==> src/rtl/y86_pkg.sv <==
// y86_pkg: shared Y86-64 instruction codes, register IDs and word width
package y86_pkg;
    localparam int WORD_W = 64;
    localparam logic [3:0] IHALT   = 4'h0;
    localparam logic [3:0] INOP    = 4'h1;
    localparam logic [3:0] IRRMOVQ = 4'h2;
    localparam logic [3:0] IIRMOVQ = 4'h3;
    localparam logic [3:0] IRMMOVQ = 4'h4;
    localparam logic [3:0] IMRMOVQ = 4'h5;
    localparam logic [3:0] IOPQ    = 4'h6;
    localparam logic [3:0] IJXX    = 4'h7;
    localparam logic [3:0] ICALL   = 4'h8;
    localparam logic [3:0] IRET    = 4'h9;
    localparam logic [3:0] IPUSHQ  = 4'hA;
    localparam logic [3:0] IPOPQ   = 4'hB;
    localparam logic [3:0] RRSP    = 4'h4;
    localparam logic [3:0] RNONE   = 4'hF;
endpackage

==> src/rtl/writeback_if.sv <==
// writeback_if: instruction fields, data values, decoded destinations and debug read port
interface writeback_if;
    import y86_pkg::*;
    logic [3:0]        icode;
    logic [3:0]        rA;
    logic [3:0]        rB;
    logic              cnd;
    logic [WORD_W-1:0] valE;
    logic [WORD_W-1:0] valM;
    logic [WORD_W-1:0] valA;
    logic [3:0]        dstE;
    logic [3:0]        dstM;
    logic [3:0]        dbg_addr;
    logic [WORD_W-1:0] dbg_data;
    modport master (
        output icode, rA, rB, cnd, valE, valM, valA, dbg_addr,
        input  dstE, dstM, dbg_data
    );
    modport slave (
        input  icode, rA, rB, cnd, valE, valM, valA, dbg_addr,
        output dstE, dstM, dbg_data
    );
endinterface

==> src/rtl/y86_regfile.sv <==
// y86_regfile: 15x64 register file, E and M write ports (M wins), one combinational read port
module y86_regfile
    import y86_pkg::*;
#(
    parameter logic [WORD_W-1:0] RSP_RESET = '0
) (
    input  logic              clk,
    input  logic              rst_n,
    input  logic [3:0]        dst_e,
    input  logic [WORD_W-1:0] val_e,
    input  logic [3:0]        dst_m,
    input  logic [WORD_W-1:0] val_m,
    input  logic [3:0]        rd_addr,
    output logic [WORD_W-1:0] rd_data
);
    logic [WORD_W-1:0] regs [15];

    // Commit both ports each edge; M is written last so it wins on a shared destination
    always_ff @(posedge clk or negedge rst_n) begin
        if (!rst_n) begin
            for (int i = 0; i < 15; i++) regs[i] <= (i == int'(RRSP)) ? RSP_RESET : '0;
        end else begin
            if (dst_e != RNONE) regs[dst_e] <= val_e;
            if (dst_m != RNONE) regs[dst_m] <= val_m;
        end
    end

    // Debug read; F is not a register and reads as zero
    always_comb rd_data = (rd_addr == RNONE) ? '0 : regs[rd_addr];
endmodule

==> src/rtl/writeback.sv <==
// writeback: decodes dstE/dstM for the Y86-64 write-back stage and commits into the register file
module writeback
    import y86_pkg::*;
#(
    parameter logic [WORD_W-1:0] RSP_RESET = 64'd0
) (
    input logic       clk,
    input logic       rst_n,
    writeback_if.slave bus
);
    // E destination: conditional move, immediate/ALU writes to rB, stack ops update %rsp
    always_comb begin
        bus.dstE = (bus.icode == IRRMOVQ) ? (bus.cnd ? bus.rB : RNONE) :
                   (bus.icode == IIRMOVQ || bus.icode == IOPQ) ? bus.rB :
                   (bus.icode == ICALL || bus.icode == IRET ||
                    bus.icode == IPUSHQ || bus.icode == IPOPQ) ? RRSP : RNONE;
    end

    // M destination: memory loads land in rA
    always_comb begin
        bus.dstM = (bus.icode == IMRMOVQ || bus.icode == IPOPQ) ? bus.rA : RNONE;
    end

    y86_regfile #(.RSP_RESET(RSP_RESET)) u_rf (
        .clk     (clk),
        .rst_n   (rst_n),
        .dst_e   (bus.dstE),
        .val_e   (bus.valE),
        .dst_m   (bus.dstM),
        .val_m   (bus.valM),
        .rd_addr (bus.dbg_addr),
        .rd_data (bus.dbg_data)
    );
endmodule

==> src/flat_wrapper.sv <==
// flat-port wrapper written by rule: the top's interface ports become plain ports
module writeback_flat import y86_pkg::*;
#(
    parameter logic [WORD_W-1:0] RSP_RESET = 64'd0
)
  (clk, rst_n, bus_icode, bus_rA, bus_rB, bus_cnd, bus_valE, bus_valM, bus_valA, bus_dbg_addr, bus_dstE, bus_dstM, bus_dbg_data);
  writeback_if bus_i ();
  input logic clk;
  input logic rst_n;
  input wire logic [$bits(bus_i.icode)-1:0] bus_icode;
  input wire logic [$bits(bus_i.rA)-1:0] bus_rA;
  input wire logic [$bits(bus_i.rB)-1:0] bus_rB;
  input wire logic [$bits(bus_i.cnd)-1:0] bus_cnd;
  input wire logic [$bits(bus_i.valE)-1:0] bus_valE;
  input wire logic [$bits(bus_i.valM)-1:0] bus_valM;
  input wire logic [$bits(bus_i.valA)-1:0] bus_valA;
  input wire logic [$bits(bus_i.dbg_addr)-1:0] bus_dbg_addr;
  output wire logic [$bits(bus_i.dstE)-1:0] bus_dstE;
  output wire logic [$bits(bus_i.dstM)-1:0] bus_dstM;
  output wire logic [$bits(bus_i.dbg_data)-1:0] bus_dbg_data;
  assign bus_i.icode = bus_icode;
  assign bus_i.rA = bus_rA;
  assign bus_i.rB = bus_rB;
  assign bus_i.cnd = bus_cnd;
  assign bus_i.valE = bus_valE;
  assign bus_i.valM = bus_valM;
  assign bus_i.valA = bus_valA;
  assign bus_i.dbg_addr = bus_dbg_addr;
  assign bus_dstE = bus_i.dstE;
  assign bus_dstM = bus_i.dstM;
  assign bus_dbg_data = bus_i.dbg_data;
  writeback #(.RSP_RESET(RSP_RESET)) u_core (.clk(clk), .rst_n(rst_n), .bus(bus_i));
endmodule
==> config.mk <==
export PLATFORM = sky130hd
export DESIGN_NAME = writeback_flat
export DESIGN_NICKNAME = d
export VERILOG_FILES = /design/src/rtl/y86_pkg.sv /design/src/rtl/writeback_if.sv /design/src/rtl/y86_regfile.sv /design/src/rtl/writeback.sv /design/src/flat_wrapper.sv
export SDC_FILE = /design/constraint.sdc
export NUM_CORES = 2
export LEC_CHECK = 0
export CAP_MARGIN = 30
export CORE_AREA = 8 8 322 355
export DETAILED_ROUTE_END_ITERATION = 8
export DIE_AREA = 0 0 330 363
export GPL_ROUTABILITY_DRIVEN = 0
export PLACE_DENSITY = 0.71
export SYNTH_ARGS = -nofsm -noshare
export SYNTH_HDL_FRONTEND = slang
export SYNTH_HIERARCHICAL = 1
export SYNTH_SLANG_ARGS = --single-unit
==> constraint.sdc <==
create_clock -name clk -period 3 [get_ports clk]
set_input_delay 0.9 -clock clk [delete_from_list [all_inputs] [get_ports clk]]
set_output_delay 0.9 -clock clk [all_outputs]
set_load 0.01 [all_outputs]
After elaboration in Yosys (flattened, before gate mapping)
Index checks and enable logic that the tools add are counted.
{ "classes": {"bitwise_logic": 3, "order_cmp": 5, "n_eq_ne": 11, "n_mux": 17, "n_reduce_logical": 7} }
{ "ops": {"columns": ["op", "n"], "rows": [
  ["bitwise mux 960 bit", 2],
  ["two-way mux 960 bit", 2],
  ["demux 64 bit (select 4 bit)", 2],
  ["two-way mux 64 bit", 5],
  ["binary-select mux 64 bit (select 4 bit)", 1],
  ["== test 4 bit, second input constant", 5],
  ["two-way mux 4 bit", 5],
  ["greater-or-equal comparator 5 bit, second input constant", 3],
  ["inverter 4 -> 5 bit", 3],
  ["less-than comparator 5 x 1 -> 1 bit, second input constant", 2],
  ["== test 4 x 2 -> 1 bit, second input constant", 2],
  ["== test 4 x 3 -> 1 bit, second input constant", 2],
  ["!= test 4 bit, second input constant", 2],
  ["logical OR 1 bit", 5],
  ["logical AND 1 bit", 2]
]} }
{ "totals": {"register_bits": 960, "output_inout_bits": 72, "wordCells": 58, "inputBits": 211} }

Longest topological paths before layout
{ "depth": {"word_depth": 16, "mapped_depth": 10, "depth_no_buf": 6} }

Modules after synthesis
Netlist, hierarchy kept.
{ "by_module_without_submodules": {"columns": ["module", "area_per_inst_um2", "n_inst", "seq_area_each_um2", "cells_each"], "rows": [
  ["y86_regfile", 53507.6, 1, 24023.0, 5306],
  ["writeback", 138.9, 1, 0.0, 21]
]} }

Worst setup path after synthesis
OpenSTA, ideal clock, no wires.
{ "synth_timing": {"kind": "input port to output port", "from": "input bus_dbg_addr[1]", "to": "output bus_dbg_data[0]", "n_path_buf": 4, "slack_ns": -0.240, "path_stages": 6, "arrival_ns": 2.340, "required_ns": 2.100, "path_cell_list": "buf_4 > buf_6 > buf_4 > buf_2 > mux2i_1 > a2111oi_0"} }
{ "synth_via": {"elab_chain_len": 5, "elab_cells_between_ends": 6, "classes_between": "eq/ne (1); mux (4); bitwise (1)"} }
{ "synth_lines": {"columns": ["element", "line_no", "text"], "rows": [
  ["start: declaration", "flat_wrapper.sv:17", "input wire logic [$bits(bus_i.dbg_addr)-1:0] bus_dbg_addr;"],
  ["inverter 4 -> 5 bit (implied by the code)", "y86_regfile.sv:29", "always_comb rd_data = (rd_addr == RNONE) ? '0 : regs[rd_addr];"],
  ["binary-select mux 64 bit (select 4 bit)", "y86_regfile.sv:29", null],
  ["two-way mux 64 bit (implied by the code) (2 in a row)", "y86_regfile.sv:29", null],
  ["two-way mux 64 bit (*)", "y86_regfile.sv:29", null],
  ["end: declaration", "flat_wrapper.sv:20", "output wire logic [$bits(bus_i.dbg_data)-1:0] bus_dbg_data;"]
]} }
Mark *: on every way between the ends. The rest lies on a longest branch, timed or not. The select of a mux whose other input is x is not followed.

Worst setup path after layout
{ "layout_timing": {"from": "input bus_dbg_addr[1]", "to": "output bus_dbg_data[50]"} }
Same word-level chain as after synthesis.

==> key figures <==
Status
  – Status: finished, violations left
  – Violations in the final reports: setup timing

Clocking
  – Clock Tree Root: sky130_fd_sc_hd__clkbuf_16
  – Maximum buffer depth of the clock tree: 3
  – TritonCTS clock tree: done
  – Clk_lat worst skew: 0.68 ns
  – CTS sink cnt: 960
  – Number of buffers inserted during clock tree synthesis: 105
  – Quantity of hold-fixing buffers added after cts: 0
  – Clk pin slew, worst setup/hold paths: 0.06 ns
  – H-tree Lvls: 3

Worst hold path
  – Worst hold path type: input pin to async pin

Logic synthesis
  – Leading area contributor after synthesis: sky130_fd_sc_hd__dfrtp_1
  – Net Count, Synth: 5,538
  – Most common cell in the netlist: sky130_fd_sc_hd__mux2i_1
  – Synthesized instance count: 5,327
  – Number of enable-type register cells in the synthesized netlist: 0
  – Count of unique library cells instantiated by Yosys: 44
  – Netlist area before placement: 53,600 um2
  – Share of the yosys chip area belonging to registers: 44.8%
  – Top flip-flop cell by instance count after synthesis: sky130_fd_sc_hd__dfrtp_1
  – Warnings from Yosys: 6
  – Proportion of synthesized flip-flops having asynchronous set or reset: 100%
  – Post-synthesis sequential element count: 960
  – Yosys top cell area share: 44.8%
  – Mean area per synthesized cell: 10.1 um2
  – Top post-synthesis cells by count: sky130_fd_sc_hd__mux2i_1, sky130_fd_sc_hd__dfrtp_1, sky130_fd_sc_hd__o21ai_0, sky130_fd_sc_hd__nand2_1, sky130_fd_sc_hd__clkbuf_1
  – Area contributors post-synth: sky130_fd_sc_hd__dfrtp_1, sky130_fd_sc_hd__mux2i_1, sky130_fd_sc_hd__o21ai_0

Global route
  – Global-route wire length before repair: 297,000 um
  – Antenna violations before repair: 14
  – Maximum number of pins on one net before global-route repair: 73
  – Number of global-route vias before repair: 47,302
  – Grt ovf: 0
  – Total routing resource utilization after global routing: 32.1%

Drt
  – Routed length per instance: 27.4 um
  – Routed via count divided by cell count: 6.41
  – Initial DRT Pass Iterations: 6
  – Aggregate routed wire length: 200,000 um
  – DRT antenna net count: 0
  – Via total after detailed routing: 46,703
  – Number of design rule violations left after detail routing: 0
  – Initial detailed-routing violation count: 5,256

Setup path
  – Depth of the most critical reg-to-reg path: 3
  – Category of the worst setup path capture point: output pin
  – Arrival time reported for the critical path endpoint: 2.57 ns
  – Largest fanout on the critical path: 7
  – Crit start category: input pin
  – CP Class: input pin to output pin
  – Worst path required time: 2.10 ns

Timing
  – Slew Limit Fails: 0
  – Layout Skew: 0 ns
  – Slack of the critical path: -0.473 ns
  – Total Neg Setup Slack: -22.93 ns
  – Transition time of the tightest slew-check pin: 0.757 ns
  – Maximum achievable frequency: 288 MHz
  – Shortest period the worst path allows: 3.47 ns
  – Setup violation total in the final timing report: 64
  – Total count of hold-check failures in the final report: 0
  – RSZ-0062 raised after global routing: true
  – Worst slew margin relative to its limit: 49.4%
  – Share of the clock period used by the worst path: 116%

Floorplanning
  – Area of the core region: 108,000 um2
  – Floorplan die height: 363 um
  – Area of the die: 120,000 um2
  – Die Span X: 330 um
  – Std cell rows: 127
  – I/O pin count: 283
  – Initial cell density of the core: 49.5%

Layout
  – Register containing the most flip-flops in the final layout: u_core/u_rf/regs
  – Largest register FFs: 960
  – Fraction of final layout cells with drive strength greater than 1: 24.7%
  – Share of the core filled with cells in the final layout: 64.2%
  – Biggest registers after layout: u_core/u_rf/regs: 960 flops
  – Total number of nets in the final design: 5,987
  – Area growth from synthesis to layout: 29.7%
  – Layout fillers: 8,045

Pwr
  – Total design power: 42.6 mW
  – Total power per unit cell area: 612 nW/um2
  – Worst IR Drop VDD: 0.491 mV
  – Leakage power of the design: 29.3 nW

Job
  – MaxCap Viol Count: 0

Placed design
  – Post-detailed-placement half-perimeter wirelength: 124,000 um
  – IO Port Bufs: 218
==> cells by family after synthesis <==
group,Yosys count,share of synthesized area [%]
buffers and inverters,612,5.87
flip-flops,960,44.8
multiplexers,1167,24.8
AND/OR/NAND/NOR,1146,9.57
AO/OA/AOI/OAI,1442,15.0
==> stage by stage <==
stage,hold slack (ns),std cells,worst slack (ns),cell area [um2]
6_report,0.184,7288,-0.473,69600
5_1_grt,0.194,7284,-0.484,69600
4_1_cts,0.163,7252,-0.455,68500
3_5_place_dp,0.533,6956,-1.22,62300
3_3_place_gp,0.521,6956,-1.21,62300
2_1_floorplan,0.502,5327,-0.101,54400
==> worst max-delay path, stage by stage <==
cell and delay [ns]:
sky130_fd_sc_hd__buf_16 0.15, sky130_fd_sc_hd__buf_12 0.16, sky130_fd_sc_hd__buf_8 0.12, sky130_fd_sc_hd__buf_8 0.12
sky130_fd_sc_hd__buf_6 0.11, sky130_fd_sc_hd__mux2i_1 0.12, sky130_fd_sc_hd__nor2_1 0.12, sky130_fd_sc_hd__a211oi_2 0.08
sky130_fd_sc_hd__a2111oi_4 0.45, sky130_fd_sc_hd__buf_2 0.23
==> report_power, final <==
part	internal, mW	switching [mW]	total [mW]
sequential	16.4	2.18	18.6
combinational	5.31	5.34	10.7
clock	7.66	5.63	13.3
total	29.4	13.1	42.6
==> placed cells by master, fill, tap and decap left out, types with 8 or more instances in the layout <==
| master | n |
|---|---|
| sky130_fd_sc_hd__nor2b_2 | 11 |
| sky130_fd_sc_hd__and3_1 | 29 |
| sky130_fd_sc_hd__clkbuf_16 | 109 |
| sky130_fd_sc_hd__clkbuf_1 | 21 |
| sky130_fd_sc_hd__buf_8 | 26 |
| sky130_fd_sc_hd__mux2i_1 | 1038 |
| sky130_fd_sc_hd__a2111oi_2 | 15 |
| sky130_fd_sc_hd__buf_6 | 68 |
| sky130_fd_sc_hd__and2_0 | 12 |
| sky130_fd_sc_hd__o21ai_0 | 822 |
| sky130_fd_sc_hd__a31oi_1 | 20 |
| sky130_fd_sc_hd__buf_4 | 414 |
| sky130_fd_sc_hd__buf_2 | 59 |
| sky130_fd_sc_hd__nor2_1 | 314 |
| sky130_fd_sc_hd__dfrtp_1 | 960 |
| sky130_fd_sc_hd__nand2_1 | 540 |
| sky130_fd_sc_hd__o21ai_1 | 53 |
| sky130_fd_sc_hd__a211oi_2 | 96 |
| sky130_fd_sc_hd__a2111oi_4 | 49 |
| sky130_fd_sc_hd__clkbuf_8 | 28 |
| sky130_fd_sc_hd__a211oi_1 | 39 |
| sky130_fd_sc_hd__mux4_2 | 128 |
| sky130_fd_sc_hd__clkinv_2 | 18 |
| sky130_fd_sc_hd__clkdlybuf4s50_1 | 135 |
| sky130_fd_sc_hd__diode_2 | 9 |
| sky130_fd_sc_hd__or2_2 | 12 |
| sky130_fd_sc_hd__nor2b_4 | 43 |
| sky130_fd_sc_hd__a21oi_1 | 285 |
| sky130_fd_sc_hd__nor3_2 | 8 |
| sky130_fd_sc_hd__and2_1 | 30 |
| sky130_fd_sc_hd__buf_16 | 15 |
| sky130_fd_sc_hd__nor2b_1 | 101 |
| sky130_fd_sc_hd__buf_12 | 230 |
| sky130_fd_sc_hd__a211oi_4 | 58 |
==> final timing paths <==
path / start / to / slack (ns)
worst max-delay path: bus_dbg_addr[1] / bus_dbg_data[50] / -0.47
worst min-delay path: rst_n / u_core/u_rf/regs[422] / 0.18
worst max register to register: u_core/u_rf/regs[447] / u_core/u_rf/regs[447] / 2.07
worst min register to register: u_core/u_rf/regs[934] / u_core/u_rf/regs[934] / 0.55
max in group asynchronous: rst_n / u_core/u_rf/regs[756] / 1.71
min in group clk: u_core/u_rf/regs[934] / u_core/u_rf/regs[934] / 0.55
==> what timing repair did <==
item / CTS / global route
buffers inserted: 98 / 60
resized for setup: 639 / 203
endpoints found under the setup margin: 662 / 68
pin swaps: 132 / 90
cloned: 19 / 2
==> metal layers <==
metal | vias to the layer above | wire length [um] | global-route usage (%)
met1 | 23211 | 75000 | 41.2
met2 | 2970 | 91800 | 50.3
li1 | 19814 | - | -
met4 | 8 | 11900 | 18.1
met3 | 700 | 21000 | 7.06
met5 | - | 55 | 0
==> area by class of cell <==
type / instances / area [um2] / area share (%)
multi-input cells: 3755 / 29200 / 42.0
flip-flops and latches: 960 / 24000 / 34.5
repair buffers: 954 / 11000 / 15.9
clock buffers: 156 / 3140 / 4.52
well taps: 1419 / 1780 / 2.55
clock inverters: 35 / 370 / 0.532
diodes: 9 / 22.5 / 0.0324
Power figures use the tool's default switching activity.
